--- config.mk ---
export PLATFORM = sky130hd
export DESIGN_NAME = bcd_down_counter
export DESIGN_NICKNAME = d
export VERILOG_FILES = /design/src/rtl/bcd_down_counter.sv
export SDC_FILE = /design/constraint.sdc
export NUM_CORES = 1
export LEC_CHECK = 0
export BUFFER_PORTS_ARGS = -buffer_cell sky130_fd_sc_hd__buf_2
export CAP_MARGIN = 20
export CORE_MARGIN = 2
export CORE_UTILIZATION = 35
export CTS_BUF_LIST = sky130_fd_sc_hd__clkbuf_2 sky130_fd_sc_hd__clkbuf_4 sky130_fd_sc_hd__clkbuf_8
export CTS_CLUSTER_SIZE = 16
export DETAILED_ROUTE_END_ITERATION = 8
export PLACE_DENSITY = 0.52
export SLEW_MARGIN = 10
export SYNTH_ARGS = -nofsm -noshare
export SYNTH_HDL_FRONTEND = slang
export SYNTH_SLANG_ARGS = --single-unit
--- constraint.sdc ---
create_clock -name CLK -period 3.3 [get_ports CLK]
set_clock_uncertainty 0.05 [all_clocks]
set_input_delay 0.33 -clock CLK [delete_from_list [all_inputs] [get_ports CLK]]
set_output_delay 0.33 -clock CLK [all_outputs]
set_load 0.01 [all_outputs]
--- src/rtl/bcd_down_counter.sv ---
// Cascaded multi-digit BCD down-counter with parallel load, decimal borrow
// chain, zero flag, terminal-count pulse and optional auto-reload of the
// last loaded start value. All state changes on the falling edge of CLK.
module bcd_down_counter #(
   parameter int DIGITS = 2
) (
   input  logic                  CLK,
   input  logic                  RES,
   input  logic                  EN,
   input  logic                  LOAD,
   input  logic [4*DIGITS-1:0]   LOAD_VAL,
   input  logic                  AUTO_RELOAD,
   output logic [4*DIGITS-1:0]   Q,
   output logic                  ZERO,
   output logic                  TC,
   output logic                  LOAD_ERR
);

   localparam int W = 4 * DIGITS;

   logic [W-1:0] reload_val;
   logic [W-1:0] clamped_val;
   logic         clamp_hit;
   logic [W-1:0] dec_val;
   logic         borrow;
   logic         is_one;

   // Clamp every load nibble above 9 down to 9 and flag that it happened
   always_comb begin
      clamped_val = '0;
      clamp_hit   = 1'b0;
      for (int i = 0; i < DIGITS; i++) begin
         if (LOAD_VAL[4*i +: 4] > 4'd9) begin
            clamped_val[4*i +: 4] = 4'd9;
            clamp_hit             = 1'b1;
         end else begin
            clamped_val[4*i +: 4] = LOAD_VAL[4*i +: 4];
         end
      end
   end

   // BCD decrement: a zero digit becomes 9 and passes the borrow upward
   always_comb begin
      dec_val = Q;
      borrow  = 1'b1;
      for (int i = 0; i < DIGITS; i++) begin
         if (borrow) begin
            if (Q[4*i +: 4] == 4'd0) begin
               dec_val[4*i +: 4] = 4'd9;
            end else begin
               dec_val[4*i +: 4] = Q[4*i +: 4] - 4'd1;
               borrow            = 1'b0;
            end
         end
      end
   end

   assign ZERO   = (Q == '0);
   assign is_one = (Q == W'(1));

   // Count register, reload register and the two pulse flags; load beats
   // count, and a zero count either reloads or holds (never wraps to 9s)
   always_ff @(negedge CLK or posedge RES) begin
      if (RES) begin
         Q          <= '0;
         reload_val <= '0;
         TC         <= 1'b0;
         LOAD_ERR   <= 1'b0;
      end else if (LOAD) begin
         Q          <= clamped_val;
         reload_val <= clamped_val;
         TC         <= 1'b0;
         LOAD_ERR   <= clamp_hit;
      end else begin
         LOAD_ERR <= 1'b0;
         if (EN) begin
            if (!ZERO) begin
               Q  <= dec_val;
               TC <= is_one;
            end else begin
               if (AUTO_RELOAD) begin
                  Q <= reload_val;
               end
               TC <= 1'b0;
            end
         end else begin
            TC <= 1'b0;
         end
      end
   end

endmodule

==> flow_metrics.env, run 1 <==
export IMPL_status="finished clean"
export IMPL_clkTransAtPathRegs_ps=70
export IMPL_drt_initial_drc_count=27
export IMPL_pin_count=24
export IMPL_clk_latency_ps=290
export IMPL_placed_area_um2=1149
export IMPL_setup_viol=0
export IMPL_nets=144
export IMPL_cts_path_max_buffers=2
export IMPL_cp_num_buf_inv=2
export IMPL_n_antenna_cell=0
export IMPL_area_growth_pct=25.82
export IMPL_die_area_um2=3177
export IMPL_yosys_area_share_simple_pct=22.69
export IMPL_crit_path_max_fanout=2
export IMPL_p_per_area_nw_per_um2=403.4
export IMPL_cpMaxStageDelayCell="dfrtn_1"
export IMPL_fp_dieW_um=56.37
export IMPL_min_path_type="flop to flop"
export IMPL_cap_violations=0
export IMPL_postCtsHoldBufs=0
export IMPL_avgViaCountPerCell=5.371
export IMPL_finalHoldViolations=0
export IMPL_fin_area_um2=1207
export IMPL_ant_nets=0
export IMPL_netlist_area_um2=959.7
export IMPL_cp_end_kind="output pin"
export IMPL_critPathTopFamily="simple AND/OR/NAND/NOR gates"
export IMPL_required_ps=2920
export IMPL_yosysWarnings=0
export IMPL_cts_buffers=3
export IMPL_crit_arrival_ps=2910
export IMPL_max_stage_delay_ps=380
export IMPL_num_rows=18
export IMPL_ir_drop_v=0.0002112
export IMPL_crit_path_start_kind="flop"
export IMPL_synth_compound_area_share_pct=22.56
export IMPL_fin_setup_tns_ps=0
export IMPL_globalplace_congestion=0.7579
export IMPL_drive_above_1_share_pct=35.66
export IMPL_track_usage_pct=15.98
export IMPL_io_buffer_count=23
export IMPL_critPathKind="flop to output pin"
export IMPL_initial_utilization_pct=37.71
export IMPL_syn_area_per_cell_um2=9.997
export IMPL_synth_edf_count=0
export IMPL_synthMuxAreaShare_pct=2.216
export IMPL_timing_reg2reg_setup_slack_ps=1730
export IMPL_layout_commonest_cell="buf_2"
export IMPL_synth_ff_type="dfrtn_1"
export IMPL_async_flop_share_pct=100.0
export IMPL_numClockSinks=18
export IMPL_hpwl_um=1630
export IMPL_routed_wl_um=2206
export IMPL_grt_pass1_vias=853
export IMPL_holdWs_ps=386.4
export IMPL_drc=0
export IMPL_htreeDepth=1
export IMPL_synth_seq_cells=18
export IMPL_ys_seq_area_share_pct=46.94
export IMPL_syn_nets=109
export IMPL_rsz0062_at_grt="true"
export IMPL_cts_tree="done"
export IMPL_core_area_um2=2545
export IMPL_vias=854
export IMPL_worst_pin_slew_ps=491.5
export IMPL_slew_violations=0
export IMPL_die_h_um=56.37
export IMPL_grt_max_degree=33
export IMPL_clock_root_buffer="clkbuf_4"
export IMPL_grt_antenna_before_repair=0
export IMPL_syn_inst=96
export IMPL_crit_chain="nor4_4 -> nand2_1 -> inv_2 -> buf_6"
export IMPL_post_drt_wl_per_cell_um=13.87
export IMPL_post_synth_num_cell_types=37
export IMPL_drtPass1Iterations=4
export IMPL_grt_overflow=0
export IMPL_synth_xor_area_share_pct=0
export IMPL_yosys_area_share_adder_pct=0
export IMPL_synth_top_family_by_area="simple AND/OR/NAND/NOR gates"
export IMPL_p_total_w=0.0004871
export IMPL_grt_pass1_wl_um=3967
export IMPL_maxSlewHeadroom_pct=67.23
export IMPL_final_cell_mix="22 x buf_2, 18 x dfrtn_1, 11 x o21ai_0, 11 x buf_4, 9 x inv_1"
export IMPL_power_leakage_nw=0.5424
[worst register-to-register path, delay by kind of cell (launching register included)]
kind            cells  cell delay, ps
flops               1             390
buf+inv             1             180
simple gates        3             590
compound gates      1             230
[registers in the layout (all words and copies together), names as in the netlist]
name        count
LOAD_ERR        1
Q               8
TC              1
reload_val      8
[path summary, 6_finish.rpt]
| check | from | end | cells past startpoint |
|---|---|---|---|
| worst min-delay path | reload_val[4] | reload_val[4] | 1 |
| max in group asynchronous | RES | reload_val[6] | 3 |
| min in group asynchronous | RES | LOAD_ERR | 3 |
| worst max-delay path | Q[3] | ZERO | 4 |
| worst max register to register | Q[0] | Q[4] | 5 |
| worst min register to register | reload_val[4] | reload_val[4] | 1 |
[cells in the mapped netlist (all sizes together) (2+ instances only)]
library cell  number  area, um^2
dfrtn             18       450.4
o21ai             12       63.81
inv               10       37.54
nand2              6       22.52
nand3b             5       37.54
a21oi              4       20.02
a31oi              3       18.77
nor2               3       11.26
a211o              2       18.77
a22oi              2       20.02
a32oi              2       17.52
buf                2       8.750
clkbuf             2       7.510
nand2b             2       12.51
nand4b             2       17.52
nor2b              2       12.51
nor3b              2       20.02
nor4               2       42.54
or3                2       12.51
[kinds of logic after synthesis]
logic type             count (synthesis)
AOI/OAI and AO/OA                     32
buffers and inverters                 14
DFF                                   18
muxes                                  2
and+or+nand+nor                       30
[cell type report]
class                           count  area (um^2)
Sequential cell                    18        450.4
Tap cell                           30        37.54
Inverter                           10        37.54
Clock buffer                        3        22.52
Timing Repair Buffer               34        203.9
Fill cell                         264         1338
Multi-Input combinational cell     64        455.4
[timing repair]
| action | 4_1_cts | 5_1_grt |
|---|---|---|
| setup buffers | 4 | 0 |
| endpoints found under the setup margin | 1 | 1 |
| pin swaps | 2 | 0 |
| hold endpoints to repair | 0 | 0 |
| resized for setup | 0 | 2 |
[metal layers]
metal	global-route usage [%]	wire, um	part of all wire (%)	vias to the layer above
li1	-	-	-	418
met1	23.27	1065	48	408
met2	23.53	1000	45	26
met3	2.074	121	5.5	2
met4	7.143	19	0.86	0
met5	0	0	0	-
[per-stage QoR]
step,cells,setup WS (ps),util [%]
5_1_grt,159,-121.2,47.44
3_3_place_gp,152,220.3,45.13
2_1_floorplan,96,207.0,-
4_1_cts,159,-26.26,47.20
6_report,159,6.843,47.44
3_5_place_dp,152,160.5,45.13
[where the power goes]
part	total [W]	internal, W	switching, W	leakage (nW)
registers	0.000260	0.000243	0.0000174	0.220
clock network	0.000110	0.0000424	0.0000679	0.0138
logic	0.000117	0.0000555	0.0000611	0.309
Note: power is estimated with default switching activity, not from simulation.
==> run 2, diff against run 1 <==
--- a/config.mk
+++ b/config.mk
@@ -13,6 +13,7 @@
 export CTS_CLUSTER_SIZE = 16
 export DETAILED_ROUTE_END_ITERATION = 8
 export PLACE_DENSITY = 0.52
+export SETUP_SLACK_MARGIN = 0.3
 export SLEW_MARGIN = 10
 export SYNTH_ARGS = -nofsm -noshare
 export SYNTH_HDL_FRONTEND = slang
==> run 2 against run 1 <==
Net effect:
- the flow now finishes with violations (negative setup slack)
- hold slack got worse by 6.6 ps
- non-clock buffer count up 4
- utilization grew 3.7 points
- global-route usage grew 0.39 points
- sequential cell count unchanged
- clock power hardly changed
- die area unchanged
- register-to-register slack got worse by 150 ps
- combinational power is 22% higher
- final area up 7.8%
- clock-buffer cell count did not move
- via count shrank 0.59%
- largest cell class unchanged
==> flow_metrics.env, run 2 (synthesis gave the netlist of run 1 again) <==
export IMPL_status="complete, but fails checks"
export IMPL_violations="negative setup slack"
export IMPL_cts_path_max_buffers=2
export IMPL_fin_setup_tns_ps=-24.02
export IMPL_cap_violations=0
export IMPL_grt_overflow=0
export IMPL_fin_area_um2=1301
export IMPL_htreeDepth=1
export IMPL_holdWs_ps=379.8
export IMPL_globalplace_congestion=0.8073
export IMPL_fillers=247
export IMPL_numClockSinks=18
export IMPL_num_rows=18
export IMPL_die_h_um=56.37
export IMPL_min_path_type="flop to flop"
export IMPL_crit_path_max_fanout=2
export IMPL_drive_above_1_share_pct=37.59
export IMPL_p_per_area_nw_per_um2=395.3
export IMPL_grt_max_degree=33
export IMPL_crit_path_start_kind="flop"
export IMPL_cts_buffers=3
export IMPL_track_usage_pct=16.37
export IMPL_core_area_um2=2545
export IMPL_nets=148
export IMPL_die_area_um2=3177
export IMPL_max_stage_delay_ps=390
export IMPL_ir_drop_v=0.0002381
export IMPL_layout_commonest_cell="dfrtn_1"
export IMPL_post_drt_wl_per_cell_um=14.71
export IMPL_grt_antenna_before_repair=0
export IMPL_p_total_w=0.0005144
export IMPL_required_ps=2920
export IMPL_hpwl_um=1698
export IMPL_worst_pin_slew_ps=527.8
export IMPL_final_cell_mix="18 x dfrtn_1, 16 x buf_2, 14 x buf_6"
export IMPL_avgViaCountPerCell=5.209
export IMPL_rsz0062_at_grt="true"
export IMPL_crit_arrival_ps=2940
export IMPL_io_buffer_count=23
export IMPL_pin_count=24
export IMPL_finalHoldViolations=0
export IMPL_setup_viol=1
export IMPL_initial_utilization_pct=37.71
export IMPL_power_leakage_nw=0.5818
export IMPL_top_regs="Q (8), reload_val (8)"
export IMPL_ant_nets=0
export IMPL_area_growth_pct=35.59
export IMPL_placed_area_um2=1141
export IMPL_routed_wl_um=2398
export IMPL_grt_pass1_vias=884
export IMPL_critPathKind="flop to output pin"
export IMPL_clkTransAtPathRegs_ps=70
export IMPL_cp_end_kind="output pin"
export IMPL_clk_latency_ps=290
export IMPL_dp_cells=151
export IMPL_fp_dieW_um=56.37
export IMPL_regArea_um2=450.4
export IMPL_grt_pass1_wl_um=4022
export IMPL_maxSlewHeadroom_pct=64.81
export IMPL_final_cells=163
export IMPL_finalWorstSetupSlack_ps=-24.02
export IMPL_crit_chain="nor4_4 -> nand2_1 -> inv_2 -> buf_6"
export IMPL_vias=849
export IMPL_drt_initial_drc_count=19
export IMPL_drc=0
export IMPL_multi_input_area_um2=455.4
export IMPL_drtPass1Iterations=4
export IMPL_n_antenna_cell=0
export IMPL_postCtsHoldBufs=0
export IMPL_cpMaxStageDelayCell="dfrtn_1"
export IMPL_cts_tree="done"
export IMPL_clock_root_buffer="clkbuf_4"
export IMPL_slew_violations=0
## run 2: cell count changes in the layout (fill, tap and decap cells not counted), sizes merged
cell | before | now
buf | 34 | 38
## run 2: metal layers
| metal | track usage [%] | share of wire, % | vias up |
|---|---|---|---|
| met3 | 3.917 | 5.4 | 4 |
| met2 | 24.37 | 43 | 25 |
| met5 | 0 | 0 | - |
| met1 | 22.83 | 50 | 394 |
| li1 | - | - | 426 |
| met4 | 6.463 | 1.0 | 0 |
## run 2: timing repair
item                                   CTS  global route
setup buffers                            8             1
gates resized for setup                 13             1
setup endpoints to repair                9             9
endpoints found under the hold margin    0             0
gates cloned                             0             0
pin swaps                                3             1
## run 2: layout make-up
class / count / share of cell area, %
clock buffer: 3 / 1.731
sequential: 18 / 34.62
tap: 30 / 2.885
inverter: 10 / 2.885
multi-input combinational: 64 / 35.00
timing repair buffer: 38 / 22.88
## run 2: path summary, 6_finish.rpt
path	slack, ps	start	depth (start not counted)	end
worst max-delay path	-20	Q[5]	4	ZERO
worst min-delay path	380	reload_val[4]	1	reload_val[4]
worst max register to register	1580	Q[0]	6	Q[5]
worst min register to register	380	reload_val[4]	1	reload_val[4]
max in group asynchronous	1170	RES	3	Q[4]
min in group asynchronous	1500	RES	2	reload_val[0]
## run 2: worst max-delay path, delay by kind of cell (launching register included)
family / cells / cell delay (ps)
AND/OR/NAND/NOR: 2 / 440
flip-flops: 1 / 390
buffers and inverters: 2 / 180
## run 2: where the power goes
part | switching, W | leakage, nW | internal, W
clock network | 0.0000675 | 0.0138 | 0.0000424
registers | 0.0000189 | 0.220 | 0.000243
logic | 0.0000671 | 0.348 | 0.0000758
total | 0.000154 | 0.582 | 0.000361
## run 2: through the flow
step           utilization (%)  setup slack, ps
3_3_place_gp             44.84            148.8
5_1_grt                  51.13           -111.4
3_5_place_dp             44.84            138.8
6_report                 51.13           -24.02
2_1_floorplan                -            226.9
4_1_cts                  50.69           -30.57
==> run 3, diff against run 2 <==
--- a/config.mk
+++ b/config.mk
@@ -5,14 +5,15 @@
 export SDC_FILE = /design/constraint.sdc
 export NUM_CORES = 1
 export LEC_CHECK = 0
-export BUFFER_PORTS_ARGS = -buffer_cell sky130_fd_sc_hd__buf_2
+export ABC_AREA = 1
 export CAP_MARGIN = 20
 export CORE_MARGIN = 2
 export CORE_UTILIZATION = 35
 export CTS_BUF_LIST = sky130_fd_sc_hd__clkbuf_2 sky130_fd_sc_hd__clkbuf_4 sky130_fd_sc_hd__clkbuf_8
 export CTS_CLUSTER_SIZE = 16
 export DETAILED_ROUTE_END_ITERATION = 8
-export PLACE_DENSITY = 0.52
+export DONT_BUFFER_PORTS = 1
+export PLACE_DENSITY = 0.45
 export SETUP_SLACK_MARGIN = 0.3
 export SLEW_MARGIN = 10
 export SYNTH_ARGS = -nofsm -noshare
==> run 3 against run 2 <==
Net effect:
- the run now ends clean
- clock power is 32% higher
- synthesized cell count grew 48%
- routed wire length down 0.71%
- sequential share of layout area grew 4.3 points
- worst setup slack better by 83 ps
- clock-buffer cell count rose by 1
- via count increased by 5.1%
- non-clock buffer count down 32
- register-to-register slack better by 210 ps
- global-route usage decreased by 0.78 points
- combinational power is 38% higher
- highest routed layer unchanged
==> flow_metrics.env, run 3 <==
export IMPL_setup_viol=0
export IMPL_grt_max_degree=19
export IMPL_crit_chain="nor2_4 -> nand2_4 -> nor2_8"
export IMPL_final_cell_mix="59 x nand2_1, 18 x dfrtn_1, 17 x nand3_1"
export IMPL_rsz0062_at_grt="true"
export IMPL_finalHoldViolations=0
export IMPL_syn_area_per_cell_um2=7.120
export IMPL_fin_area_um2=1159
export IMPL_async_flop_share_pct=100.0
export IMPL_vias=892
export IMPL_area_growth_pct=14.60
export IMPL_fp_dieW_um=57.75
export IMPL_ir_drop_v=0.0002869
export IMPL_drive_above_1_share_pct=16.00
export IMPL_syn_nets=155
export IMPL_syn_inst=142
export IMPL_placed_area_um2=1069
export IMPL_globalplace_congestion=0.7496
export IMPL_fin_util_pct=42.01
export IMPL_status="finished clean"
export IMPL_drtPass1Iterations=6
export IMPL_clk_latency_ps=300
export IMPL_grt_antenna_before_repair=0
export IMPL_grt_pass1_wl_um=3967
export IMPL_layout_commonest_cell="nand2_1"
export IMPL_grt_pass1_vias=854
export IMPL_cp_num_buf_inv=0
export IMPL_grt_overflow=0
export IMPL_yosysMostFrequentCell="nand2_1"
export IMPL_hpwl_um=1688
export IMPL_numClockSinks=18
export IMPL_ant_nets=0
export IMPL_yosysTopAreaCell="dfrtn_1"
export IMPL_maxSlewHeadroom_pct=80.38
export IMPL_htreeDepth=1
export IMPL_die_h_um=57.75
export IMPL_yosysTopAreaCellShare_pct=44.55
export IMPL_worst_pin_slew_ps=294.3
export IMPL_drc=0
export IMPL_clock_root_buffer="clkbuf_4"
export IMPL_min_path_cells=2
export IMPL_die_area_um2=3334
export IMPL_required_ps=2920
export IMPL_cp_end_kind="output pin"
export IMPL_cts_buffers=3
export IMPL_cap_violations=0
export IMPL_critPathKind="flop to output pin"
export IMPL_synth_seq_cells=18
export IMPL_avgViaCountPerCell=4.928
export IMPL_initial_utilization_pct=36.66
export IMPL_ys_seq_area_share_pct=44.55
export IMPL_netlist_area_um2=1011
export IMPL_clkTransAtPathRegs_ps=80
export IMPL_fin_setup_tns_ps=0
export IMPL_p_per_area_nw_per_um2=559.3
export IMPL_cpMaxStageDelayCell="dfrtn_1"
export IMPL_num_rows=19
export IMPL_core_area_um2=2758
export IMPL_fillers=285
export IMPL_synthTopCellsByCount="60 x nand2_1, 18 x dfrtn_1, 17 x nand3_1"
export IMPL_drt_initial_drc_count=33
export IMPL_crit_arrival_ps=2860
export IMPL_post_drt_wl_per_cell_um=13.15
export IMPL_top_regs="Q (8), reload_val (8)"
export IMPL_crit_path_start_kind="flop"
export IMPL_power_leakage_nw=0.6409
export IMPL_post_synth_num_cell_types=15
export IMPL_slew_violations=0
export IMPL_crit_path_max_fanout=5
export IMPL_nets=164
export IMPL_min_path_type="flop to flop"
export IMPL_track_usage_pct=15.59
export IMPL_yosysWarnings=0
export IMPL_critPathTopFamily="simple AND/OR/NAND/NOR gates"
export IMPL_ff2ff_path_depth=8
export IMPL_io_buffer_count=0
export IMPL_holdWs_ps=381.0
export IMPL_cts_path_max_buffers=2
export IMPL_cts_tree="done"
export IMPL_dp_cells=174
export IMPL_routed_wl_um=2381
export IMPL_yosys_top_cells_area="dfrtn_1 45%, nand2_1 22%, nand3_1 8.4%, o21ai_0 5.0%, inv_1 4.5%"
export IMPL_max_stage_delay_ps=450
export IMPL_n_antenna_cell=0
export IMPL_pin_count=24
export IMPL_cp_depth=3
export IMPL_final_cells=181
export IMPL_synth_edf_count=0
export IMPL_synth_ff_type="dfrtn_1"
run 3: changes by cell type after synthesis, sizes merged, moves of 3 or more:
cell / before / now
a21oi: 4 / 0
a31oi: 3 / 0
nand2: 6 / 65
nand3: 1 / 18
nand3b: 5 / 0
nor2: 3 / 11
run 3: layout make-up:
type	count	area, um^2	area share, %
Tap cell	31	38.79	3.348
Clock buffer	4	36.28	3.132
Timing Repair Buffer	6	45.04	3.888
Multi-Input combinational cell	109	538.0	46.44
Inverter	13	50.05	4.320
Sequential cell	18	450.4	38.88
run 3: worst paths after layout:
kind,start,endpoint,slack [ps]
hold / removal,reload_val[1],reload_val[1],380
max in group asynchronous,RES,Q[0],1550
setup / recovery,Q[1],ZERO,60
min in group asynchronous,RES,Q[6],1410
hold reg to reg,reload_val[1],reload_val[1],380
setup reg to reg,Q[1],Q[6],1790
run 3: cell families after synthesis:
kind of cell	synth area share [%]
compound gates	6.435
buf+inv	6.063
flops	44.55
simple gates	42.95
run 3: through the flow:
| stage | total power (W) | setup slack [ps] |
|---|---|---|
| finish | 0.0006480 | 59.09 |
| global route | 0.0006942 | 2.608 |
| CTS | 0.0006501 | 54.32 |
| detailed placement | 0.0004668 | 228.1 |
| global placement | 0.0004652 | 261.3 |
| floorplan | 0.0004275 | 355.0 |
run 3: report_power, final:
group	internal [W]	total, W	switching [W]
Sequential	0.000254	0.000304	0.0000502
Clock	0.0000673	0.000145	0.0000777
Combinational	0.0000750	0.000198	0.000124
Total	0.000397	0.000648	0.000251
run 3: worst register-to-register path: stages (launching register included):
cell	delay (ps)
dfrtn_1	450
nor2_4	190
nand2_4	110
nor2_8	170
nand2_4	70
nand3_2	110
nand2_2	90
nand2_1	90
nand2_1	50
run 3: repair_timing:
item / in CTS / in global routing
buffers inserted: 2 / 0
gates resized for setup: 7 / 0
gates cloned: 1 / 0
hold buffers: 0 / 0
setup endpoints to repair: 1 / 1
hold endpoints to repair: 0 / 0
pin swaps: 3 / 1
run 3: routing by layer:
layer / part of all wire, % / vias up / track usage [%]
li1: - / 462 / -
met1: 54 / 404 / 23.16
met2: 39 / 24 / 22.24
met3: 5.6 / 2 / 3.795
met4: 0.80 / 0 / 4.983
met5: 0 / - / 0
